`config.mk`:
```
export PLATFORM = sky130hd
export DESIGN_NAME = ysyx_25030081_idu
export DESIGN_NICKNAME = d
export VERILOG_FILES = /design/src/rtl/ysyx_25030081_idu.sv
export SDC_FILE = /design/constraint.sdc
export NUM_CORES = 1
export LEC_CHECK = 0
export CAP_MARGIN = 20
export CORE_UTILIZATION = 30
export CTS_BUF_LIST = sky130_fd_sc_hd__clkbuf_4 sky130_fd_sc_hd__clkbuf_8 sky130_fd_sc_hd__clkbuf_16
export DETAILED_ROUTE_END_ITERATION = 8
export SLEW_MARGIN = 25
export SYNTH_ARGS = -nofsm -noshare
export SYNTH_HDL_FRONTEND = slang
export SYNTH_SLANG_ARGS = --single-unit
export TNS_END_PERCENT = 10
```
`constraint.sdc`:
```
create_clock -name clk -period 3.8 [get_ports clk]
set_input_delay 0.38 -clock clk [delete_from_list [all_inputs] [get_ports clk]]
set_output_delay 0.38 -clock clk [all_outputs]
set_load 0.1 [all_outputs]
```
`src/rtl/ysyx_25030081_idu.sv`:
```
// Instruction decode stage: picks the immediate format from the opcode,
// builds the immediate through ysyx_25030081_ext and registers the decoded
// entry behind a valid/ready handshake.
// Optional feature macro: YSYX_25030081_IDU_SKID_EN adds a second (skid)
// entry so that in_ready is registered and has no path from out_ready.

// Immediate generator: inst holds instruction bits [31:7].
module ysyx_25030081_ext #(
  parameter int DATA_WIDTH = 32
) (
  input  logic [24:0]           inst,
  input  logic [2:0]            extOp,
  output logic [DATA_WIDTH-1:0] imm
);

  logic [31:0] imm32_s;

  // Assemble the 32-bit immediate of the selected format (bit k of the
  // instruction sits at inst[k-7]).
  always_comb begin
    imm32_s = 32'd0;
    case (extOp)
      3'b000:  imm32_s = {{20{inst[24]}}, inst[24:13]};
      3'b001:  imm32_s = {{20{inst[24]}}, inst[24:18], inst[4:0]};
      3'b010:  imm32_s = {{20{inst[24]}}, inst[0], inst[23:18], inst[4:1], 1'b0};
      3'b011:  imm32_s = {inst[24:5], 12'd0};
      3'b100:  imm32_s = {{12{inst[24]}}, inst[12:5], inst[13], inst[23:14], 1'b0};
      default: imm32_s = 32'd0;
    endcase
  end

  assign imm = DATA_WIDTH'($signed(imm32_s));

endmodule

module ysyx_25030081_idu #(
  parameter int DATA_WIDTH = 32
) (
  input  logic                  clk,
  input  logic                  rst_n,
  input  logic                  flush,
  input  logic                  in_valid,
  output logic                  in_ready,
  input  logic [31:0]           in_inst,
  input  logic [DATA_WIDTH-1:0] in_pc,
  output logic                  out_valid,
  input  logic                  out_ready,
  output logic [31:0]           out_inst,
  output logic [DATA_WIDTH-1:0] out_pc,
  output logic [DATA_WIDTH-1:0] out_imm,
  output logic [2:0]            out_ext_op,
  output logic                  out_illegal
);

  // Entry layout, LSB first: illegal, ext_op[2:0], imm, pc, inst.
  localparam int EW = 2 * DATA_WIDTH + 36;

  logic [2:0]            extOp_s;
  logic                  immEn_s;
  logic                  illegal_s;
  logic [DATA_WIDTH-1:0] extImm_s;
  logic [DATA_WIDTH-1:0] decImm_s;
  logic [EW-1:0]         decEntry_s;
  logic [EW-1:0]         outEntry_r;
  logic [EW-1:0]         outEntryNxt_s;
  logic                  outValid_r;
  logic                  outValidNxt_s;
  logic                  loadOut_s;
  logic                  inReady_s;
  logic                  inFire_s;

  // Opcode classification: immediate format, immediate enable, illegal flag.
  always_comb begin
    extOp_s   = 3'b000;
    immEn_s   = 1'b0;
    illegal_s = 1'b0;
    case (in_inst[6:0])
      7'b0000011, 7'b0010011, 7'b1100111, 7'b1110011: begin
        extOp_s = 3'b000;
        immEn_s = 1'b1;
      end
      7'b0100011: begin
        extOp_s = 3'b001;
        immEn_s = 1'b1;
      end
      7'b1100011: begin
        extOp_s = 3'b010;
        immEn_s = 1'b1;
      end
      7'b0110111, 7'b0010111: begin
        extOp_s = 3'b011;
        immEn_s = 1'b1;
      end
      7'b1101111: begin
        extOp_s = 3'b100;
        immEn_s = 1'b1;
      end
      7'b0110011: begin
        extOp_s = 3'b000;
        immEn_s = 1'b0;
      end
      default: begin
        extOp_s   = 3'b000;
        immEn_s   = 1'b0;
        illegal_s = 1'b1;
      end
    endcase
  end

  ysyx_25030081_ext #(.DATA_WIDTH(DATA_WIDTH)) uExt (
    .inst  (in_inst[31:7]),
    .extOp (extOp_s),
    .imm   (extImm_s)
  );

  // R-type and illegal opcodes carry no immediate.
  assign decImm_s   = immEn_s ? extImm_s : {DATA_WIDTH{1'b0}};
  assign decEntry_s = {in_inst, in_pc, decImm_s, extOp_s, illegal_s};
  assign inFire_s   = in_valid && inReady_s && !flush;
  assign in_ready   = inReady_s;

`ifdef YSYX_25030081_IDU_SKID_EN
  logic [EW-1:0] skidEntry_r;
  logic          skidValid_r;
  logic          skidValidNxt_s;
  logic          loadSkid_s;

  // Ready is simply "skid slot free"; reset and flush override it.
  assign inReady_s = rst_n && (flush || !skidValid_r);

  // Two-entry control: refill the output slot from skid first, else from input.
  always_comb begin
    outValidNxt_s  = outValid_r;
    outEntryNxt_s  = decEntry_s;
    loadOut_s      = 1'b0;
    skidValidNxt_s = skidValid_r;
    loadSkid_s     = 1'b0;
    if (flush) begin
      outValidNxt_s  = 1'b0;
      skidValidNxt_s = 1'b0;
    end else if (!outValid_r || out_ready) begin
      if (skidValid_r) begin
        outEntryNxt_s  = skidEntry_r;
        loadOut_s      = 1'b1;
        outValidNxt_s  = 1'b1;
        skidValidNxt_s = 1'b0;
      end else if (inFire_s) begin
        loadOut_s     = 1'b1;
        outValidNxt_s = 1'b1;
      end else begin
        outValidNxt_s = 1'b0;
      end
    end else begin
      if (inFire_s) begin
        loadSkid_s     = 1'b1;
        skidValidNxt_s = 1'b1;
      end else begin
        skidValidNxt_s = skidValid_r;
      end
    end
  end

  // Skid slot: holds an entry accepted while the output slot is stalled.
  always_ff @(posedge clk or negedge rst_n) begin
    if (!rst_n) begin
      skidValid_r <= 1'b0;
      skidEntry_r <= {EW{1'b0}};
    end else begin
      skidValid_r <= skidValidNxt_s;
      if (loadSkid_s) begin
        skidEntry_r <= decEntry_s;
      end
    end
  end
`else
  // Single entry: accept whenever the output slot is empty or draining.
  assign inReady_s = rst_n && (flush || !outValid_r || out_ready);

  // Single-entry control: a new entry replaces the output one with no bubble.
  always_comb begin
    outValidNxt_s = outValid_r;
    outEntryNxt_s = decEntry_s;
    loadOut_s     = 1'b0;
    if (flush) begin
      outValidNxt_s = 1'b0;
    end else if (!outValid_r || out_ready) begin
      outValidNxt_s = inFire_s;
      loadOut_s     = inFire_s;
    end else begin
      outValidNxt_s = outValid_r;
    end
  end
`endif

  // Output slot: valid flag plus decoded entry, cleared to zero by reset.
  always_ff @(posedge clk or negedge rst_n) begin
    if (!rst_n) begin
      outValid_r <= 1'b0;
      outEntry_r <= {EW{1'b0}};
    end else begin
      outValid_r <= outValidNxt_s;
      if (loadOut_s) begin
        outEntry_r <= outEntryNxt_s;
      end
    end
  end

  assign out_valid   = outValid_r;
  assign out_inst    = outEntry_r[EW-1 -: 32];
  assign out_pc      = outEntry_r[EW-33 -: DATA_WIDTH];
  assign out_imm     = outEntry_r[DATA_WIDTH+3 -: DATA_WIDTH];
  assign out_ext_op  = outEntry_r[3:1];
  assign out_illegal = outEntry_r[0];

endmodule

```
## After elaboration in Yosys (flattened, before gate mapping)

Cells that the tools add are included.

- RAM bits: 0
- Flip-flop bits (word level): 101
- Bits in read-only memories: 0
- Input bits: 69
- Latch bits: 0
- Output and inout port bits: 102
- Memories kept: 0

- Div/mod/pow operators: 0
- Bitwise operators: 0
- Shifts and indexed selects: 0
- $mul: 0
- Muxes and demuxes: 9
- Order comparisons: 0
- Equal/unequal tests: 14
- $add $sub $neg: 0
- Reductions and logical operators: 13

Operators by type and width:

| operator | number |
|---|---|
| $pmux 32 s5 | 1 |
| $mux 32 | 1 |
| $eq 7x7->1 const B | 4 |
| $eq 7x6->1 const B | 3 |
| $eq 7x5->1 const B | 2 |
| $pmux 3 s4 | 1 |
| $reduce_or 10->1 | 1 |
| $reduce_or 9->1 | 1 |
| $eq 7x2->1 const B | 1 |
| $eq 3x2->1 const B | 2 |
| $mux 1 | 6 |
| $eq 3x1->1 const B | 1 |
| $eq 3x3->1 const B | 1 |
| $logic_and 1x1->1 | 3 |
| $logic_not 3->1 | 1 |
| $logic_or 1x1->1 | 3 |
| $logic_not 1->1 | 2 |
| $reduce_bool 2->1 | 1 |
| $reduce_or 2->1 | 1 |

## Longest topological paths before layout

Gate-level depths: netlist of the first run.

- Depth after elaboration: 8
- Depth in mapped cells: 7
- Mapped depth without buffers: 4

## By module

From an unflattened synthesis of the first run, not the netlist that was laid out.

- Cells, all modules: 538
- Area total of the unflattened synthesis: 4843.4 um^2

Modules (own cells, without submodules):

| module | area an instance (um^2) | instances | cells each | sequential area each (um^2) |
|---|---|---|---|---|
| ysyx_25030081_idu | 4302.9 | 1 | 444 | 2527.4 |
| ysyx_25030081_ext | 540.5 | 1 | 94 | 0.0 |

## Worst setup path after synthesis of the first run

No wires, ideal clock.

- Path kind: reg-to-output
- Start: register outValid_r, in the netlist out_valid
- End: output port in_ready
- Stages on the path, launching flop included: 3
- Data arrival time: 1.739 ns
- Setup slack: 1.681 ns
- Data required time: 3.420 ns
- Cell sequence: dfrtp_1 nand2b_1 o21a_1

- Word-level cells in the longest chain between the ends: 4

Ends and longest elaborated chain:

| what | line | source |
|---|---|---|
| start: declaration | 66 | `logic outValid_r;` |
| start signal: assignment | 201 | `outValid_r <= outValidNxt_s;` |
| $logic_not 1->1 | 177 | `assign inReady_s = rst_n && (flush \|\| !outValid_r \|\| out_ready);` |
| $logic_or 1x1->1 (2 in a row) | 177 |  |
| $logic_and 1x1->1 | 177 |  |
| end: declaration | 43 | `output logic in_ready,` |

Every way passes these cells.

## Final worst setup path of the first run

- Start: input port in_inst[6]
- End: register outEntry_r[6]

- Word-level cells in the longest chain between the ends: 6
- Elaborated cells between the ends (all ways): 20

Ends and longest elaborated chain:

| what | line | source |
|---|---|---|
| start: declaration | 44 | `input logic [31:0] in_inst,` |
| $eq 7x6->1 / $eq 7x5->1 (equally long branches) | 77 | `case (in_inst[6:0])` |
| $reduce_or 2->1 | 77 |  |
| $pmux 3 s4 | 77 |  |
| $eq 3x3->1 (tied with other cells) | 22 | `case (extOp)` |
| $pmux 32 s5 | 22 |  |
| $mux 32 (*) | 117 | `assign decImm_s = immEn_s ? extImm_s : {DATA_WIDTH{1'b0}};` |
| end signal: assignment | 199 | `outEntry_r <= {EW{1'b0}};` |
| end signal: assignment | 203 | `outEntry_r <= outEntryNxt_s;` |
| end: declaration | 64 | `logic [EW-1:0] outEntry_r;` |

Every way passes the cells marked *; elsewhere a longest branch is shown, timed or not.
A chain may end at the register's enable or synchronous reset.

==> run_results.csv, run 1 <==
group,metric,value,unit
route,wl,12800,um
timing,period_share,0.648,
timing,achievable-frequency,0.406,GHz
clock_network,clk_pin_slew,0.07,ns
global_routing,grt_pass1_wl,20400,um
die,core,0.0139,mm^2
route,via_per_inst,4.70,
synth,synth_area_leaders,"dfrtp_1 59%, nand2_1 18%, nor3_2 2.3%",
clock_network,clock_path_buffers,2,
setup_path,critPathKind,"input port to flop",
power,p_leak,2.93,nW
synth,syn_nets,528,
synth,yosys_warnings,0,
power,power,0.00397,W
synth,ys_types,44,
run_status,outcome,"finished, final reports clean",
timing,tightest_slew,1.04,ns
power,seq_power_share,0.330,
die,die_w,122,um
global_routing,grt_overflow,0,
clock_network,cts_sinks,101,
clock_network,cts_resized,0,
route,drt_iter0_drc,216,
synth,syn_avg_cell_area,9.39,um^2
layout,layout_common_cells,"207 x nand2_1, 168 x clkdlybuf4s50_1, 101 x dfrtp_1",
synth,synth_cells,459,
clock_network,numCtsBuffers,9,
route,first_pass_iters,6,
layout,area_growth,48.6,%
clock_network,clk_latency,0.34,ns
clock_network,cts-root-buf,"clkbuf_16",
route,wl_per_cell,16.0,um
timing,finalHoldViolCount,0,
hold_path,hold_path_class,"input port to async pin",
layout,mostFrequentLayoutCell,"nand2_1",
global_routing,antenna_found_initial,0,
timing,setup_tns,0,ns
route,drtAntennaViolNets,0,
setup_path,arrival,2.65,ns
setup_path,rr_endpoint,"outEntry_r[23]",
layout,nets,685,
die,die_h,122,um
power,p_comb_frac,0.452,
route,drcViolationCount,0,
synth,synth_area,0.00431,mm^2
power,max-vdd-ir-drop,0.411,mV
timing,skew,0.00551,ns
setup_path,timing.rr.start,"out_valid",
die,rows,43,
synth,synth_top_area_frac,0.586,
die,dieArea,0.0149,mm^2
global_routing,grt_max_degree,59,
setup_path,worst_ep_required_time,3.99,ns
clock_network,postCtsSetupRepairBufs,0,
route,vias,3765,
timing,setup_ws,1.34,ns
power,swShare,0.473,
power,internal-power,0.00210,W
global_routing,grt_pass1_vias,3875,
setup_path,worstSetupStartpointType,"input port",
layout,fill_cells,1339,
timing,relSlewSlack,0.301,
timing,slew_viol_final,0,
clock_network,holdBufCountCts,0,
layout,drive_gt1_frac,0.0709,
die,pin_count,171,
place,io_buffers,170,
power,pwr-share-clk,0.218,
synth,seq_area_frac_synth,0.586,
place,place_congestion,0.836,
setup_path,rrSetupSlack,1.63,ns
setup_path,path_max_fanout,14,
clock_network,cts_tree,"built",
synth,synth_seq_cells,101,
flow_run,max_cap_viol_count,0,
layout,antenna_cells,0,
timing,fin_crit,2.46,ns
power,powerDensity,620,mW/mm^2
die,start_util,0.309,
place,pre_cts_ws,0.967,ns
layout,final_cell_area,0.00641,mm^2
timing,setup_violations,0,
place,place_area,0.00613,mm^2
setup_path,crit_path_end_kind,"flop",
place,hpwl,9180,um
setup_path,cp-startpoint,"in_inst[6]",
synth,synth_area_leader_cell,"dfrtp_1",
setup_path,ff2ff_path_depth,6,
clock_network,ctsHtreeMaxLevel,3,
setup_path,crit_end,"outEntry_r[6]",
power,p_sw,0.00188,W
timing,rsz0062_at_grt,"no",
global_routing,grt.total_usage,0.180,
-- area by class of cell --
class | count | area [um^2] | share of cell area
multi-input cells | 326 | 1630 | 0.254
clock buffers | 12 | 254 | 0.0396
inverters | 2 | 7.51 | 0.00117
clock inverters | 4 | 23.8 | 0.00371
well taps | 180 | 225 | 0.0351
repair buffers | 176 | 1740 | 0.272
flip-flops and latches | 101 | 2530 | 0.394
-- cell usage after synthesis, drive strengths merged --
master	n
o21ai	19
a22oi	1
or2	1
nand2	207
and2	4
nand3	5
mux2i	1
and4b	2
o211ai	1
a211o	1
a32oi	2
a31oi	2
and4bb	1
o21a	1
inv	2
nand2b	3
a22o	2
a21oi	15
dfrtp	101
nor4b	1
nor2	16
a211oi	8
clkbuf	7
nor4	1
a32o	7
xnor2	1
nor3	13
buf	23
nand4b	1
or3b	1
o2bb2ai	1
a221oi	5
nand4	1
and3	1
o211a	1
-- worst max-delay path, cell delays in order --
cell and delay, ns:
clkdlybuf4s50_1 0.75, and4bb_4 0.30, and2_4 0.20, nor4b_4 0.86
nor3_1 0.15
-- per-layer routing --
metal	GRT usage	vias to the layer above	wire length, um
li1	-	1816	-
met1	0.228	1800	5520
met2	0.284	125	6080
met3	0.0637	24	939
met4	0.0602	0	291
met5	0	-	0
-- state kept, by name (all words and copies together), names as in the netlist --
signal,count
outEntry_r,100
out_valid,1
-- through the flow --
step	instances	utilization	hold slack, ns
2_1_floorplan	459	-	0.0844
3_3_place_gp	785	0.440	0.457
3_5_place_dp	785	0.440	0.462
4_1_cts	801	0.460	0.293
5_1_grt	801	0.460	0.320
6_report	801	0.460	0.250
-- power by group through the flow --
stage | combinational (W) | sequential, W | clock [W]
3_3_place_gp | 0.00179 | 0.00133 | 0
3_5_place_dp | 0.00180 | 0.00133 | 0
2_1_floorplan | 0.000196 | 0.00244 | 0
5_1_grt | 0.00186 | 0.00133 | 0.000945
6_report | 0.00179 | 0.00131 | 0.000866
4_1_cts | 0.00181 | 0.00132 | 0.000904
-- kinds of logic after synthesis --
group                     after synthesis  share of synthesized area
DFF                                   101                      0.586
AOI/OAI and AO/OA                      66                      0.111
muxes                                   1                    0.00232
buffers and inverters                  32                     0.0383
xor gates and xnor gates                1                    0.00203
and+or+nand+nor                       258                      0.260
-- worst min path at each step --
stage | slack [ns] | depth (start not counted) | end | startpoint
6_report | 0.25 | 2 | outEntry_r[38] | rst_n
5_1_grt | 0.32 | 2 | outEntry_r[22] | rst_n
4_1_cts | 0.29 | 2 | outEntry_r[79] | rst_n
3_5_place_dp | 0.46 | 2 | outEntry_r[92] | outEntry_r[92]
3_3_place_gp | 0.46 | 2 | outEntry_r[62] | outEntry_r[62]
2_1_floorplan | 0.08 | 0 | outEntry_r[0] | rst_n
Power figures use the tool's default switching activity.
==> inputs of run 2 (changes only) <==
Clock period 3.8 ns to 2.3 ns, I/O delays scaled along.
==> run_results.csv, run 2 (synthesized netlist as in run 1, its figures left out) <==
group,metric,value,unit
power,p_sw,0.00313,W
layout,antenna_cells,0,
timing,setup_violations,0,
setup_path,critPathSlowestCell,"nor4b_4",
power,p_leak,3.14,nW
setup_path,path_max_fanout,13,
setup_path,critPathKind,"input port to flop",
timing,period_share,0.924,
route,wl,12600,um
die,start_util,0.309,
route,vias,3817,
clock_network,clk_latency,0.35,ns
clock_network,ctsHtreeMaxLevel,3,
layout,nets,697,
setup_path,arrival,2.31,ns
power,seq_power_share,0.335,
layout,area_growth,45.8,%
timing,rsz0062_at_grt,"no",
setup_path,cp_top_family,"simple AND/OR/NAND/NOR gates",
route,drtAntennaViolNets,0,
run_status,outcome,"finished, final reports clean",
power,pwr-share-clk,0.221,
power,p_comb_frac,0.444,
timing,setup_ws,0.175,ns
die,dieArea,0.0149,mm^2
place,io_buffers,170,
hold_path,hold_path_class,"input port to async pin",
timing,fin_crit,2.13,ns
route,via_per_inst,4.69,
place,place_congestion,0.789,
layout,drive_gt1_frac,0.246,
die,pin_count,171,
setup_path,worstSetupStartpointType,"input port",
route,drcViolationCount,0,
global_routing,antenna_found_initial,0,
global_routing,grt_overflow,0,
timing,skew,0.00660,ns
die,die_h,122,um
timing,setup_tns,0,ns
global_routing,grt_max_degree,74,
global_routing,grt_pass1_vias,3885,
layout,largest_reg_flops,100,
power,max-vdd-ir-drop,0.502,mV
setup_path,crit_buf_inv,3,
die,core,0.0139,mm^2
layout,largest-register,"outEntry_r",
die,die_w,122,um
timing,finalHoldViolCount,0,
clock_network,clock_path_buffers,2,
timing,relSlewSlack,0.394,
place,hpwl,9120,um
layout,mostFrequentLayoutCell,"nand2_1",
clock_network,cts_sinks,101,
route,wl_per_cell,15.5,um
timing,achievable-frequency,0.471,GHz
setup_path,worst_ep_required_time,2.48,ns
clock_network,postCtsSetupRepairBufs,0,
place,pre_cts_ws,-0.0619,ns
route,drt_iter0_drc,183,
layout,multi_input_area,0.00163,mm^2
global_routing,grt_pass1_wl,19800,um
clock_network,cts_resized,0,
setup_path,crit_chain,"dlygate4sd3_1 > buf_4 > nand4b_1 > buf_4 > nor4b_4 > nor3_1",
power,swShare,0.482,
clock_network,cts_tree,"built",
flow_run,max_cap_viol_count,0,
setup_path,slowest_delay,0.81,ns
layout,final_core_util,0.451,
layout,fill_cells,1348,
clock_network,clk_pin_slew,0.07,ns
layout,regArea,0.00253,mm^2
clock_network,cts-root-buf,"clkbuf_16",
route,first_pass_iters,6,
layout,layout_common_cells,"207 x nand2_1, 117 x buf_4, 101 x dfrtp_1",
timing,tightest_slew,0.905,ns
power,internal-power,0.00337,W
die,rows,43,
timing,slew_viol_final,0,
setup_path,crit_path_end_kind,"flop",
global_routing,grt.total_usage,0.174,
clock_network,numCtsBuffers,9,
power,powerDensity,1030,mW/mm^2
setup_path,crit_path_frequent_cell,"buf_4",
run 2: cell count changes in the layout (fill, tap and decap cells not counted):
cell,delta
clkbuf_4,-2
dlygate4sd3_1,+1
inv_6,+1
buf_4,+109
clkdlybuf4s50_1,-101
clkinv_2,+1
buf_12,+3
run 2: power by group through the flow:
stage / clock [W] / combinational (W) / sequential (W)
after global placement: 0 / 0.00288 / 0.00220
final: 0.00143 / 0.00288 / 0.00218
after detailed placement: 0 / 0.00290 / 0.00221
after global routing: 0.00155 / 0.00299 / 0.00221
after CTS: 0.00148 / 0.00290 / 0.00218
after floorplan: 0 / 0.000324 / 0.00404
run 2: layer usage:
| metal | global-route usage | vias up | wire [um] |
|---|---|---|---|
| li1 | - | 1839 | - |
| met1 | 0.218 | 1829 | 5420 |
| met2 | 0.282 | 130 | 6010 |
| met3 | 0.0463 | 19 | 918 |
| met4 | 0.0687 | 0 | 266 |
| met5 | 0 | - | 0 |
run 2: what timing repair did:
item,in CTS,in global routing
hold endpoints to repair,9,0
hold buffers,1,0
endpoints found under the setup margin,0,0
run 2: final cells by class:
type	count	share of cell area
clock buffer	10	0.0380
clock inverter	6	0.00597
inverter	2	0.00119
multi-input combinational	326	0.259
sequential	101	0.402
tap	180	0.0358
timing repair buffer	188	0.258
run 2: worst paths after layout:
check	endpoint	slack, ns	cells past startpoint	start
worst max-delay path	outEntry_r[6]	0.17	6	rst_n
worst min-delay path	outEntry_r[61]	0.28	2	rst_n
worst max register to register	outEntry_r[6]	0.30	5	out_valid
worst min register to register	outEntry_r[76]	0.48	2	outEntry_r[76]
max in group asynchronous	outEntry_r[0]	0.52	4	rst_n
min in group clk	outEntry_r[54]	0.41	3	in_pc[18]
run 2: stage by stage:
step / total power (W) / std cells / hold WS, ns / instance area (um^2)
final: 0.00649 / 813 / 0.280 / 6280
after detailed placement: 0.00511 / 796 / 0.101 / 6000
after floorplan: 0.00436 / 459 / -0.0656 / 4310
after CTS: 0.00656 / 813 / 0.270 / 6280
after global routing: 0.00675 / 813 / 0.299 / 6280
after global placement: 0.00508 / 796 / 0.0987 / 6000
==> inputs of run 3 (changes only) <==
Settings changed: SYNTH_HIERARCHICAL set to 1.
==> run_results.csv, run 3 <==
group,metric,value,unit
power,max-vdd-ir-drop,0.575,mV
synth,yosys-top-cells-count,"214 x nand2_1, 101 x dfrtp_1, 39 x inv_1, 32 x a22oi_1, 30 x o21ai_2",
setup_path,crit_path_end_kind,"flop",
layout,drive_gt1_frac,0.275,
clock_network,cts-root-buf,"clkbuf_16",
synth,synth_area,0.00484,mm^2
power,internal-power,0.00361,W
layout,multi_input_area,0.00200,mm^2
timing,slew_viol_final,0,
timing,relSlewSlack,0.508,
global_routing,grt.total_usage,0.172,
flow_run,max_cap_viol_count,0,
setup_path,slowest_delay,0.49,ns
power,p_sw,0.00287,W
power,pwr-share-clk,0.270,
die,dieArea,0.0167,mm^2
route,wl,13900,um
setup_path,worst_ep_required_time,2.58,ns
global_routing,antenna_found_initial,0,
synth,synth_area_leader_cell,"dfrtp_1",
power,p_leak,3.58,nW
die,die_h,129,um
die,die_w,129,um
power,p_comb_frac,0.403,
setup_path,critPathKind,"input port to flop",
route,vias,4300,
setup_path,crit_chain,"clkdlybuf4s50_1 > and3b_2 > mux2i_1 > nor3_2 > buf_4 > and2_0 > a21oi_1 > o22ai_1 > inv_1 > o21ai_2",
layout,area_growth,44.3,%
route,drcViolationCount,0,
setup_path,cp_top_family,"simple AND/OR/NAND/NOR gates",
synth,synth_edf_count,0,
clock_network,clk_pin_slew,0.07,ns
die,start_util,0.306,
setup_path,worstSetupStartpointType,"input port",
timing,rsz0062_at_grt,"no",
power,seq_power_share,0.327,
clock_network,clock_path_buffers,2,
clock_network,holdBufCountCts,0,
synth,syn_nets,607,
clock_network,cts_sinks,101,
synth,yosys_warnings,6,
timing,fin_crit,2.07,ns
layout,regArea,0.00253,mm^2
setup_path,crit_buf_inv,3,
layout,largest_reg_flops,100,
clock_network,ctsHtreeMaxLevel,3,
route,first_pass_iters,4,
global_routing,grt_pass1_vias,4202,
layout,layout_common_cells,"214 x nand2_1, 124 x buf_4, 101 x dfrtp_1",
synth,ys_types,38,
clock_network,postCtsSetupRepairBufs,0,
route,drt_iter0_drc,209,
place,place_congestion,0.754,
layout,mostFrequentLayoutCell,"nand2_1",
hold_path,hold_path_class,"input port to async pin",
timing,achievable-frequency,0.483,GHz
global_routing,grt_pass1_wl,22000,um
timing,tightest_slew,0.738,ns
synth,seq_area_frac_synth,0.522,
layout,nets,778,
setup_path,path_max_fanout,8,
global_routing,grt_max_degree,99,
layout,antenna_cells,0,
synth,synth_area_leaders,"dfrtp_1 52%, nand2_1 17%, o21ai_2 5.4%",
timing,setup_violations,0,
route,drtAntennaViolNets,0,
setup_path,critPathSlowestCell,"clkdlybuf4s50_1",
place,hpwl,9970,um
power,powerDensity,928,mW/mm^2
timing,finalHoldViolCount,0,
timing,setup_tns,0,ns
synth,async_reset_ff_frac,1.00,
synth,syn_avg_cell_area,9.00,um^2
synth,synth_top_area_frac,0.522,
route,wl_per_cell,14.9,um
synth,synth_cells,538,
die,pin_count,171,
timing,skew,0.00683,ns
power,swShare,0.443,
place,io_buffers,170,
synth,synthFlopType,"dfrtp_1",
die,rows,46,
route,via_per_inst,4.62,
power,power,0.00648,W
clock_network,cts_resized,0,
synth,yosysMostFrequentCell,"nand2_1",
timing,period_share,0.900,
clock_network,clk_latency,0.35,ns
clock_network,cts_tree,"built",
global_routing,grt_overflow,0,
layout,fill_cells,1540,
run_status,outcome,"finished, final reports clean",
die,core,0.0158,mm^2
synth,synth_seq_cells,101,
setup_path,rrSetupSlack,0.62,ns
setup_path,arrival,2.35,ns
clock_network,numCtsBuffers,9,
layout,largest-register,"outEntry_r",
run 3: logic make-up after synthesis:
group,count (synthesis),synth area share
adder cells (fa/ha/maj),1,0.00232
buffers and inverters,75,0.0708
flip-flops,101,0.522
multiplexers,9,0.0204
AO/OA/AOI/OAI,103,0.161
AND/OR/NAND/NOR,249,0.223
run 3: power groups by stage:
stage	Combinational (W)	Clock (W)	Sequential, W
2_1_floorplan	0.000323	0	0.00377
3_3_place_gp	0.00261	0	0.00214
3_5_place_dp	0.00263	0	0.00215
4_1_cts	0.00263	0.00180	0.00212
5_1_grt	0.00272	0.00187	0.00215
6_report	0.00261	0.00175	0.00212
run 3: path summary, 6_finish.rpt:
check	startpoint	end	cells past startpoint
worst max-delay path	in_inst[4]	outEntry_r[17]	10
worst min register to register	outEntry_r[42]	outEntry_r[42]	2
max in group asynchronous	rst_n	outEntry_r[5]	2
worst min-delay path	rst_n	outEntry_r[73]	2
worst max register to register	out_valid	outEntry_r[3]	4
min in group clk	in_pc[28]	outEntry_r[64]	3
run 3: metrics by stage:
stage	worst slack [ns]	util	hold WS [ns]	cell area [um^2]	cells
after detailed placement	-0.159	0.420	0.434	6640	914
after floorplan	0.233	-	-0.0656	4840	538
final	0.231	0.442	0.0375	6990	930
after global placement	-0.114	0.420	0.437	6640	914
after global routing	0.0543	0.442	0.0931	6990	930
after CTS	0.202	0.442	0.0575	6990	930
run 3: area by class of cell:
class	count	share of cell area
Timing Repair Buffer	196	0.244
Multi-Input combinational cell	362	0.286
Clock buffer	13	0.0401
Clock inverter	3	0.00931
Inverter	39	0.0209
Tap cell	216	0.0387
Sequential cell	101	0.362
run 3: worst reg2reg max path: stages (launching register included):
cell	delay (ns)
dfrtp_1	0.40
nor2b_1	0.20
nor2_4	0.18
buf_4	0.40
mux2_2	0.40
run 3: metal layers:
| metal | vias up | global-route usage | routed length, um | share of wire |
|---|---|---|---|---|
| li1 | 2080 | - | - | - |
| met1 | 2076 | 0.221 | 6250 | 0.45 |
| met2 | 131 | 0.283 | 6480 | 0.47 |
| met3 | 13 | 0.0454 | 929 | 0.067 |
| met4 | 0 | 0.0567 | 195 | 0.014 |
| met5 | - | 0 | 0 | 0 |
